### src/rtl/dump_uart_tx.sv
// dump_uart_tx: latches one channel sample per request and sends it as an 8N1 UART frame
module dump_uart_tx #(
    parameter int BAUD_DIV = 2604
) (
    input  logic       clk,
    input  logic       rst_n,
    input  logic       send_dump,
    input  logic [1:0] dump_chan,
    input  logic [7:0] ch1_data,
    input  logic [7:0] ch2_data,
    input  logic [7:0] ch3_data,
    output logic       dump_sent,
    output logic       tx_busy,
    output logic       TX
);
    localparam int CW = $clog2(BAUD_DIV);
    localparam logic [CW-1:0] LAST = CW'(BAUD_DIV - 1);
    typedef enum logic [1:0] {IDLE, START, DATA, STOP} state_t;
    state_t          state_q;
    logic [CW-1:0]   baud_cnt_q;
    logic [2:0]      bit_cnt_q;
    logic [7:0]      shift_q;
    logic            tx_q;
    logic            busy_q;
    logic [7:0]      byte_d;
    logic            baud_end;
    always_comb begin
        byte_d   = dump_chan == 2'd0 ? ch1_data :
                   dump_chan == 2'd1 ? ch2_data :
                   dump_chan == 2'd2 ? ch3_data : 8'h00;
        baud_end = baud_cnt_q == LAST;
    end
    assign dump_sent = (state_q == STOP) && baud_end;
    assign tx_busy   = busy_q;
    assign TX        = tx_q;
    // TX is registered one step ahead: each bit boundary loads the value of the bit that follows
    always_ff @(posedge clk or negedge rst_n) begin
        if (!rst_n) begin
            state_q    <= IDLE;
            baud_cnt_q <= '0;
            bit_cnt_q  <= '0;
            shift_q    <= 8'h00;
            tx_q       <= 1'b1;
            busy_q     <= 1'b0;
        end else begin
            baud_cnt_q <= (state_q == IDLE || baud_end) ? '0 : baud_cnt_q + 1'b1;
            case (state_q)
                IDLE: if (send_dump) begin
                    shift_q <= byte_d;
                    state_q <= START;
                    tx_q    <= 1'b0;
                    busy_q  <= 1'b1;
                end
                START: if (baud_end) begin
                    bit_cnt_q <= '0;
                    state_q   <= DATA;
                    tx_q      <= shift_q[0];
                end
                DATA: if (baud_end) begin
                    shift_q   <= shift_q >> 1;
                    tx_q      <= (bit_cnt_q == 3'd7) ? 1'b1 : shift_q[1];
                    state_q   <= (bit_cnt_q == 3'd7) ? STOP : DATA;
                    bit_cnt_q <= (bit_cnt_q == 3'd7) ? bit_cnt_q : bit_cnt_q + 3'd1;
                end
                STOP: if (baud_end) begin
                    state_q <= IDLE;
                    busy_q  <= 1'b0;
                    tx_q    <= 1'b1;
                end
            endcase
        end
    end
endmodule

### config.mk
export PLATFORM = sky130hd
export DESIGN_NAME = dump_uart_tx
export DESIGN_NICKNAME = d
export VERILOG_FILES = /design/src/rtl/dump_uart_tx.sv
export SDC_FILE = /design/constraint.sdc
export NUM_CORES = 1
export LEC_CHECK = 0
export ABC_AREA = 0
export ABC_CLOCK_PERIOD_IN_PS = 3600
export CAP_MARGIN = 30
export CELL_PAD_IN_SITES_DETAIL_PLACEMENT = 1
export CELL_PAD_IN_SITES_GLOBAL_PLACEMENT = 1
export CORE_MARGIN = 2
export CORE_UTILIZATION = 42
export CTS_CLUSTER_SIZE = 24
export DETAILED_ROUTE_END_ITERATION = 6
export GPL_TIMING_DRIVEN = 0
export PLACE_DENSITY = 0.95
export SETUP_SLACK_MARGIN = 0.2
export SYNTH_ARGS = -nofsm -noshare
export SYNTH_HDL_FRONTEND = slang
export SYNTH_SLANG_ARGS = --single-unit
### constraint.sdc
create_clock -name clk -period 3.6 [get_ports clk]
set_input_delay 0.72 -clock clk [delete_from_list [all_inputs] [get_ports clk]]
set_output_delay 0.72 -clock clk [all_outputs]
set_load 0.02 [all_outputs]
# Yosys cells after proc, flatten, opt, wreduce, memory -nomap -nowiden
# Index checks and enable logic that the tools add are counted.
[classes] bitwise_logic=0 n_shift=0 n_addsub=2 magnitude_cmp=0 eq_ne=12 reduce_logical=11 n_div=0 multipliers=0 muxes=26
[ops] cell="8-bit two-way mux" n=5
[ops] cell="8-bit case mux with 2 select lines" n=1
[ops] cell="12-bit by 1-bit adder with 12-bit output (second input constant)" n=1
[ops] cell="12-bit == test (second input constant)" n=1
[ops] cell="12-bit two-way mux" n=1
[ops] cell="2-bit != test (second input constant)" n=5
[ops] cell="3-bit two-way mux" n=3
[ops] cell="1-bit two-way mux" n=8
[ops] cell="2-bit two-way mux" n=4
[ops] cell="2-bit case mux with 4 select lines" n=1
[ops] cell="4-bit AND reduction" n=2
[ops] cell="2-bit == test (second input constant)" n=3
[ops] cell="3-bit case mux with 2 select lines" n=1
[ops] cell="3-bit AND reduction" n=2
[ops] cell="2-bit nonzero test" n=3
[ops] cell="2-bit by 1-bit == test with 1-bit output (second input constant)" n=2
[ops] cell="2-bit zero test" n=2
[ops] cell="1-bit case mux with 4 select lines" n=1
[ops] cell="3-bit by 1-bit adder with 3-bit output (second input constant)" n=1
[ops] cell="3-bit == test (second input constant)" n=1
[ops] cell="1-bit case mux with 2 select lines" n=1
[ops] cell="1-bit logical AND" n=1
[ops] cell="1-bit logical OR" n=1
[word_totals] inputBits=29 mem_bits_rw=0 elab_cells=57 n_memories=0 output_inout_bits=3 reg_bits=27 latchBits=0 romBits=0

# Logic depth before layout (Yosys ltp)
[logic_depth] depth_word=6 mapped_depth=7 mapped_depth_nobuf=5

# Worst setup path after synthesis
# Ideal clock, no wire load.
[synth_path] path_kind="reg2out" from="register baud_cnt_q[6]" to="output port dump_sent" stages_incl_launch_ff=5 required_time_ps=2880 arrival_time_ps=1683 n_path_buf=1 slack_ps=1197 cell_sequence="dfrtp_1 > or4_1 > or3_1 > buf_6 > nor2_1"
[synth_via] elab_chain_len=2
[synth_rtl] item="start: declaration" line_no="20" text="logic [CW-1:0] baud_cnt_q;"
[synth_rtl] item="start signal: assignment" line_no="46" text="baud_cnt_q <= (state_q == IDLE || baud_end) ? '0 : baud_cnt_q + 1'b1;"
[synth_rtl] item="12-bit == test" line_no="31" text="baud_end = baud_cnt_q == LAST;"
[synth_rtl] item="1-bit logical AND" line_no="33" text="assign dump_sent = (state_q == STOP) && baud_end;"
[synth_rtl] item="end: declaration" line_no="12" text="output logic dump_sent,"
# Every way passes these cells.

# Final worst setup path
# Same ends and word-level chain as after synthesis.

==> impl_results.md <==
- Status: finished, final reports clean
- Post-DR wirelength/cell: 16.2 µm
- Largest net degree at the start of global routing: 18
- Number of H-tree levels: 1
- GRT Overall Usage: 0.202
- Nets: 232
- CP max stage delay: 600 ps
- Worst path top cell family by delay: simple AND/OR/NAND/NOR gates
- Clock buffer depth: 2
- Share of the yosys chip area belonging to registers: 0.422
- Syn Inst Count: 160
- Gr ovfl total: 0
- CP Data Arrival Time: 2480 ps
- First-pass GRT wire length: between 6000 and 7000 µm
- Sink Count: 27
- CP max FO: 9
- Via density: 5.35
- Share of cells above drive strength 1: 0.138
- Post-synth top area share: 0.406
- Die W: 65.8 µm
- WS Path Type: flop to output port
- R2r setup slk: ~1200 ps
- CTS Buf Count: 3
- Final period utilization: 0.889
- DRT antenna net count: 0
- Pwr Density: 280 nW/µm²
- Die footprint: between 4000 and 5000 µm²
- Detailed Route Iter0 Violations: 41
- Clock power frac: 0.304
- Unrepaired setup endpoints after global routing: no
- Syn_nets: slightly below 200
- Synth cell types: 29
- Critical Path RT: 2880 ps
- Most common cell in the netlist: dfrtp_1
- DPL Wire Length: 3090 µm
- Synth top cells by count: 26 x dfrtp_1, 16 x nor2_1, 13 x a21oi_1, 13 x inv_1, 10 x mux2_2
- Vias in the first global route: ~1400
- Mapped cell area: 1600 µm²
- CTS Hold Bufs: 0
- Maximum vdd drop: 0.225 mV
- Port bufs: 30
- EDFF count, synth: 0
- Avg Cell Area, Syn: roughly 10 µm²
- MaxCap Viol Count: 0
- Root Driver: clkbuf_8
- Worst setup EP type: output port
- Combinational Power Share: 0.141
- Initial antenna violation count: 0
- Antenna diodes: 0
- Critical path buffer and inverter count: 2
- Pint: 441 µW
- Crit start category: flop
- Leakage: around 0.88 nW
- Drt drc: 0
- Worst-Margin Slew: roughly 600 ps
- Drt total wl: 3940 µm
- Max-slew violations: 0
- Top area cells in the synthesized netlist: dfrtp_1 41%, mux2_4 7.5%, mux2_2 7.0%
- Synth area leader: dfrtp_1
- Clock-pin slew on the worst setup and hold paths: ~90 ps
- Core area: 3660 µm²
- Switching Fraction: 0.226
- Worst-skew pair later-pin latency: approximately 270 ps
- Asr flop ratio synth: 1.00
- HP Class: flop to flop
- Setup TNS: 0 ps
- CTS tree: yes
- Routability congestion estimate: about 0.74
- Crit path time final: 3200 ps
- Sequential power share: 0.555
- Layout fillers: 426
- Highest-delay cell along the critical path: clkdlybuf4s50_1
- Post-CTS sizing: 0
- Crit-path cells: or4_1, or3_1, buf_6, nor2_1, clkdlybuf4s50_1
- Post-synth top flop: dfrtp_1
- First-pass detailed-route iteration total: 4
- Slew headroom: 0.596
- Yosys warnings: 0
- Hold Vio Cnt, Final: 0
- Clock Skews: 7.91 ps
- Sw Pwr: between 100 and 150 µW
- Area Overhead vs Synth: 27.1%
- Cell Rows: 22
- Boundary pin count: 32
- Multi-input gate area: 837 µm²
- Total power: 570 µW
- Final setup viols: 0
- Seq. cell area: 677 µm²
- Post-CTS setup buffer count: 0
- Via count: 1300
- Die H: around 66 µm
- Yosys reg bits: 27
- F_max: between 300 and 400 MHz
- Starting Density: 0.438
worst reg2reg max path, delay by kind of cell, from the launching register on:
family / cells / cell delay (ps)
AND/OR/NAND/NOR: 2 / 940
flip-flops: 1 / 440
AO/OA/AOI/OAI: 1 / 320
buffers and inverters: 2 / 310
multiplexers: 1 / 300
logic make-up after synthesis:
| group | Yosys count | share of synthesized area |
|---|---|---|
| compound gates | 31 | 0.124 |
| flops | 27 | 0.422 |
| xor+xnor | 10 | 0.0546 |
| fa+ha+maj | 7 | 0.0546 |
| buf+inv | 20 | 0.0562 |
| mux | 19 | 0.151 |
| simple gates | 46 | 0.137 |
power by group through the flow:
stage | sequential, mW | clock, mW | combinational [mW]
after floorplan | 0.320 | 0 | 0.0345
after global placement | 0.321 | 0 | 0.0724
after detailed placement | 0.322 | 0 | 0.0810
after CTS | 0.316 | 0.181 | 0.0811
after global routing | 0.317 | 0.193 | 0.0870
final | 0.316 | 0.173 | 0.0801
registers in the layout, summed over array words and instances (netlist names):
signal,count
baud_cnt_q,12
shift_q,8
bit_cnt_q,3
state_q,2
TX,1
tx_busy,1
cell usage in the layout (no fill, tap or decap), drive strengths merged, types with 2 or more instances in the layout:
master and instances:
a221oi 7, nand2b 2, nand2 9, clkbuf 8
a21oi 13, dfrtp 26, ha 7, buf 3
inv 13, clkdlybuf4s50 30, or3 2, mux2 18
o21ai 6, a22o 3, nand3 6, xor2 2
nor2b 2, xnor2 8, nor2 16, nor3 4
worst paths after layout:
check                      cells after the start               startpoint                     end
setup / recovery                               5  baud_cnt_q[6]$_DFF_PN0_               dump_sent
hold / removal                                 1   shift_q[2]$_DFFE_PN0P_  shift_q[2]$_DFFE_PN0P_
setup reg to reg                               6  baud_cnt_q[6]$_DFF_PN0_  shift_q[3]$_DFFE_PN0P_
hold reg to reg                                1   shift_q[2]$_DFFE_PN0P_  shift_q[2]$_DFFE_PN0P_
max in group asynchronous                      2                    rst_n          TX$_DFFE_PN1P_
min in group asynchronous                      1                    rst_n  shift_q[5]$_DFFE_PN0P_
routing by layer:
layer | vias up | track usage | wire [µm] | share of wire
met3 | 2 | 0.0290 | 94 | 0.024
li1 | 624 | - | - | -
met4 | 0 | 0.0417 | 27 | 0.0069
met1 | 656 | 0.276 | 1780 | 0.45
met2 | 18 | 0.341 | 2040 | 0.52
met5 | - | 0 | 0 | 0
cell type report:
class	count	share of cell area
well taps	48	0.0295
inverters	13	0.0239
multi-input cells	113	0.411
clock buffers	3	0.0203
flip-flops and latches	27	0.332
plain buffers	7	0.0203
repair buffers	31	0.161
clock inverters	1	0.00246
metrics by stage:
stage	worst slack, ps	cell area (µm²)	hold WS (ps)	util	cells
6_report	398	2040	527	0.557	243
5_1_grt	343	2040	555	0.557	243
4_1_cts	391	2040	530	0.557	243
3_5_place_dp	714	1990	497	0.544	239
3_3_place_gp	704	1960	494	0.537	238
2_1_floorplan	1200	1600	424	-	160
Note: power is estimated with default switching activity, not from simulation.
==> edit (same flow settings) <==
`BAUD_DIV`: 2604 -> 651.
--- a/src/rtl/dump_uart_tx.sv
+++ b/src/rtl/dump_uart_tx.sv
@@ -2,3 +2,3 @@
 module dump_uart_tx #(
-    parameter int BAUD_DIV = 2604
+    parameter int BAUD_DIV = 651
 ) (
Check against the original RTL: no difference found for any inputs over 10 cycles, from zero or initial values and one cycle with rst_n low; that may be too few to reach the edited logic, so the function may still have changed.
==> edit against the original RTL <==
- setup slack improved by 0.29 ns
- synthesized cell count fell by 10%
- critical endpoint unchanged
- sequential cell count fell by 2
- routed wire length fell by 5.2%
- critical path type unchanged
- cell area fell by 5.2%
- sequential power fell by 11%
- synthesized area fell by 4.4%
- clock skew rose by 0.0066 ns
- total power fell by 18%
==> edit: results (changes against the original RTL) <==
[clocking] clock input transition at the sequential cells of the worst setup and hold paths 0.12 ns [was 0.09 ns]
[synthesis] number of distinct standard cells referenced by the synthesized netlist 38 [was 29]
[finish] largest registers baud_cnt_q (10), shift_q (8), bit_cnt_q (3) [was baud_cnt_q (12), shift_q (8), bit_cnt_q (3)]
[status] status finished clean [unchanged]
[route] detailed-route wire length per cell 16.58 um [was 16.19 um]
[synthesis] Syn Area/Cell 10.65 um^2 [was 10.03 um^2]
[finish] final instance area 1933 um^2 [was 2038 um^2]
[global_routing] overall track demand over capacity in global routing 0.2011 [was 0.2023]
[global_routing] vias in the first global route 1,375 [was 1,380]
[finish] non-filler instance count after layout 225 [was 243]
[sta] post-route fraction of the period consumed by the critical path 0.8078 [was 0.8895]
[finish] area taken by multi-input logic gates 844.6 um^2 [was 837.1 um^2]
[synthesis] sequential fraction of the synthesis area 0.4086 [was 0.4220]
[worst_setup_path] arrival time of data at the critical path endpoint 2.19 ns [was 2.48 ns]
[placed_design] placed cells 221 [was 239]
[finish] number of clock-tree buffers in the layout 4 [was 3]
[pwr] static leakage 0.0008924 uW [was 0.0008846 uW]
[placed_design] worst slack at placement 1.114 ns [was 0.7144 ns]
[sta] relative slew slack 0.6629 [was 0.5955]
[finish] count of plain and timing-repair buffers in the layout 37 [was 38]
[global_routing] largest net degree at the start of global routing 17 [was 18]
[finish] share of the final layout cell area in sequential cells 0.3243 [was 0.3321]
[finish] final-layout clock-cell area share 0.01359 [was 0.02271]
[finish] share of cells above drive strength 1 0.1676 [was 0.1385]
[finish] number of multi-input combinational cells 107 [was 113]
[worst_setup_path] first element of the critical path baud_cnt_q[4]$_DFF_PN0_ [was baud_cnt_q[6]$_DFF_PN0_]
[global_routing] first-pass GRT wire length 6.575 mm [was 6.768 mm]
[placed_design] last weighted congestion value of the routability-driven placer 0.8104 [was 0.7394]
[synthesis] Synth Net Count 181 [was 196]
[worst_setup_path] number of cells traversed by the worst register-to-register path 7 [was 6]
[clocking] insertion delay of the later-clocked pin in the worst-skew pair 0.32 ns [was 0.27 ns]
[finish] number of inverters outside the clock class in the layout 6 [was 13]
## edit: cell count changes after synthesis, moves of 7 or more
| cell | delta |
|---|---|
| sky130_fd_sc_hd__inv_1 | -8 |
| sky130_fd_sc_hd__mux2_2 | -8 |
| sky130_fd_sc_hd__mux2i_1 | +8 |
| sky130_fd_sc_hd__or2_2 | +8 |
| sky130_fd_sc_hd__a221oi_1 | -7 |
| sky130_fd_sc_hd__a2bb2oi_1 | +7 |
## edit: cells by family after synthesis
| group | Yosys count | synth area share |
|---|---|---|
| simple gates | 43 | 0.1591 |
| compound gates | 29 | 0.1289 |
| flops | 25 | 0.4087 |
| mux | 19 | 0.1517 |
| buf+inv | 12 | 0.04078 |
| xor+xnor | 8 | 0.04568 |
| fa+ha+maj | 8 | 0.06526 |
## edit: per-layer routing
layer / track usage / routed length [um]
met5: 0 / 0
met3: 0.03993 / 202
met1: 0.2216 / 1539
met2: 0.3815 / 1929
met4: 0.06915 / 59
## edit: worst min path at each step
stage                               endpoint  slack (ns)                      from  depth (start not counted)
finish                shift_q[5]$_DFFE_PN0P_        0.53    shift_q[5]$_DFFE_PN0P_                          1
global route          shift_q[7]$_DFFE_PN0P_        0.55    shift_q[7]$_DFFE_PN0P_                          1
CTS                   shift_q[5]$_DFFE_PN0P_        0.53    shift_q[5]$_DFFE_PN0P_                          1
detailed placement    shift_q[5]$_DFFE_PN0P_        0.50    shift_q[5]$_DFFE_PN0P_                          1
global placement    bit_cnt_q[2]$_DFFE_PN0P_        0.49  bit_cnt_q[2]$_DFFE_PN0P_                          1
floorplan            baud_cnt_q[0]$_DFF_PN0_        0.42                     rst_n                          0
## edit: power by group
part           switching [uW]  leakage [uW]  internal (uW)
sequential                  0      0.000326            281
clock                    80.4     0.0000150           43.3
combinational            22.4      0.000551           39.8
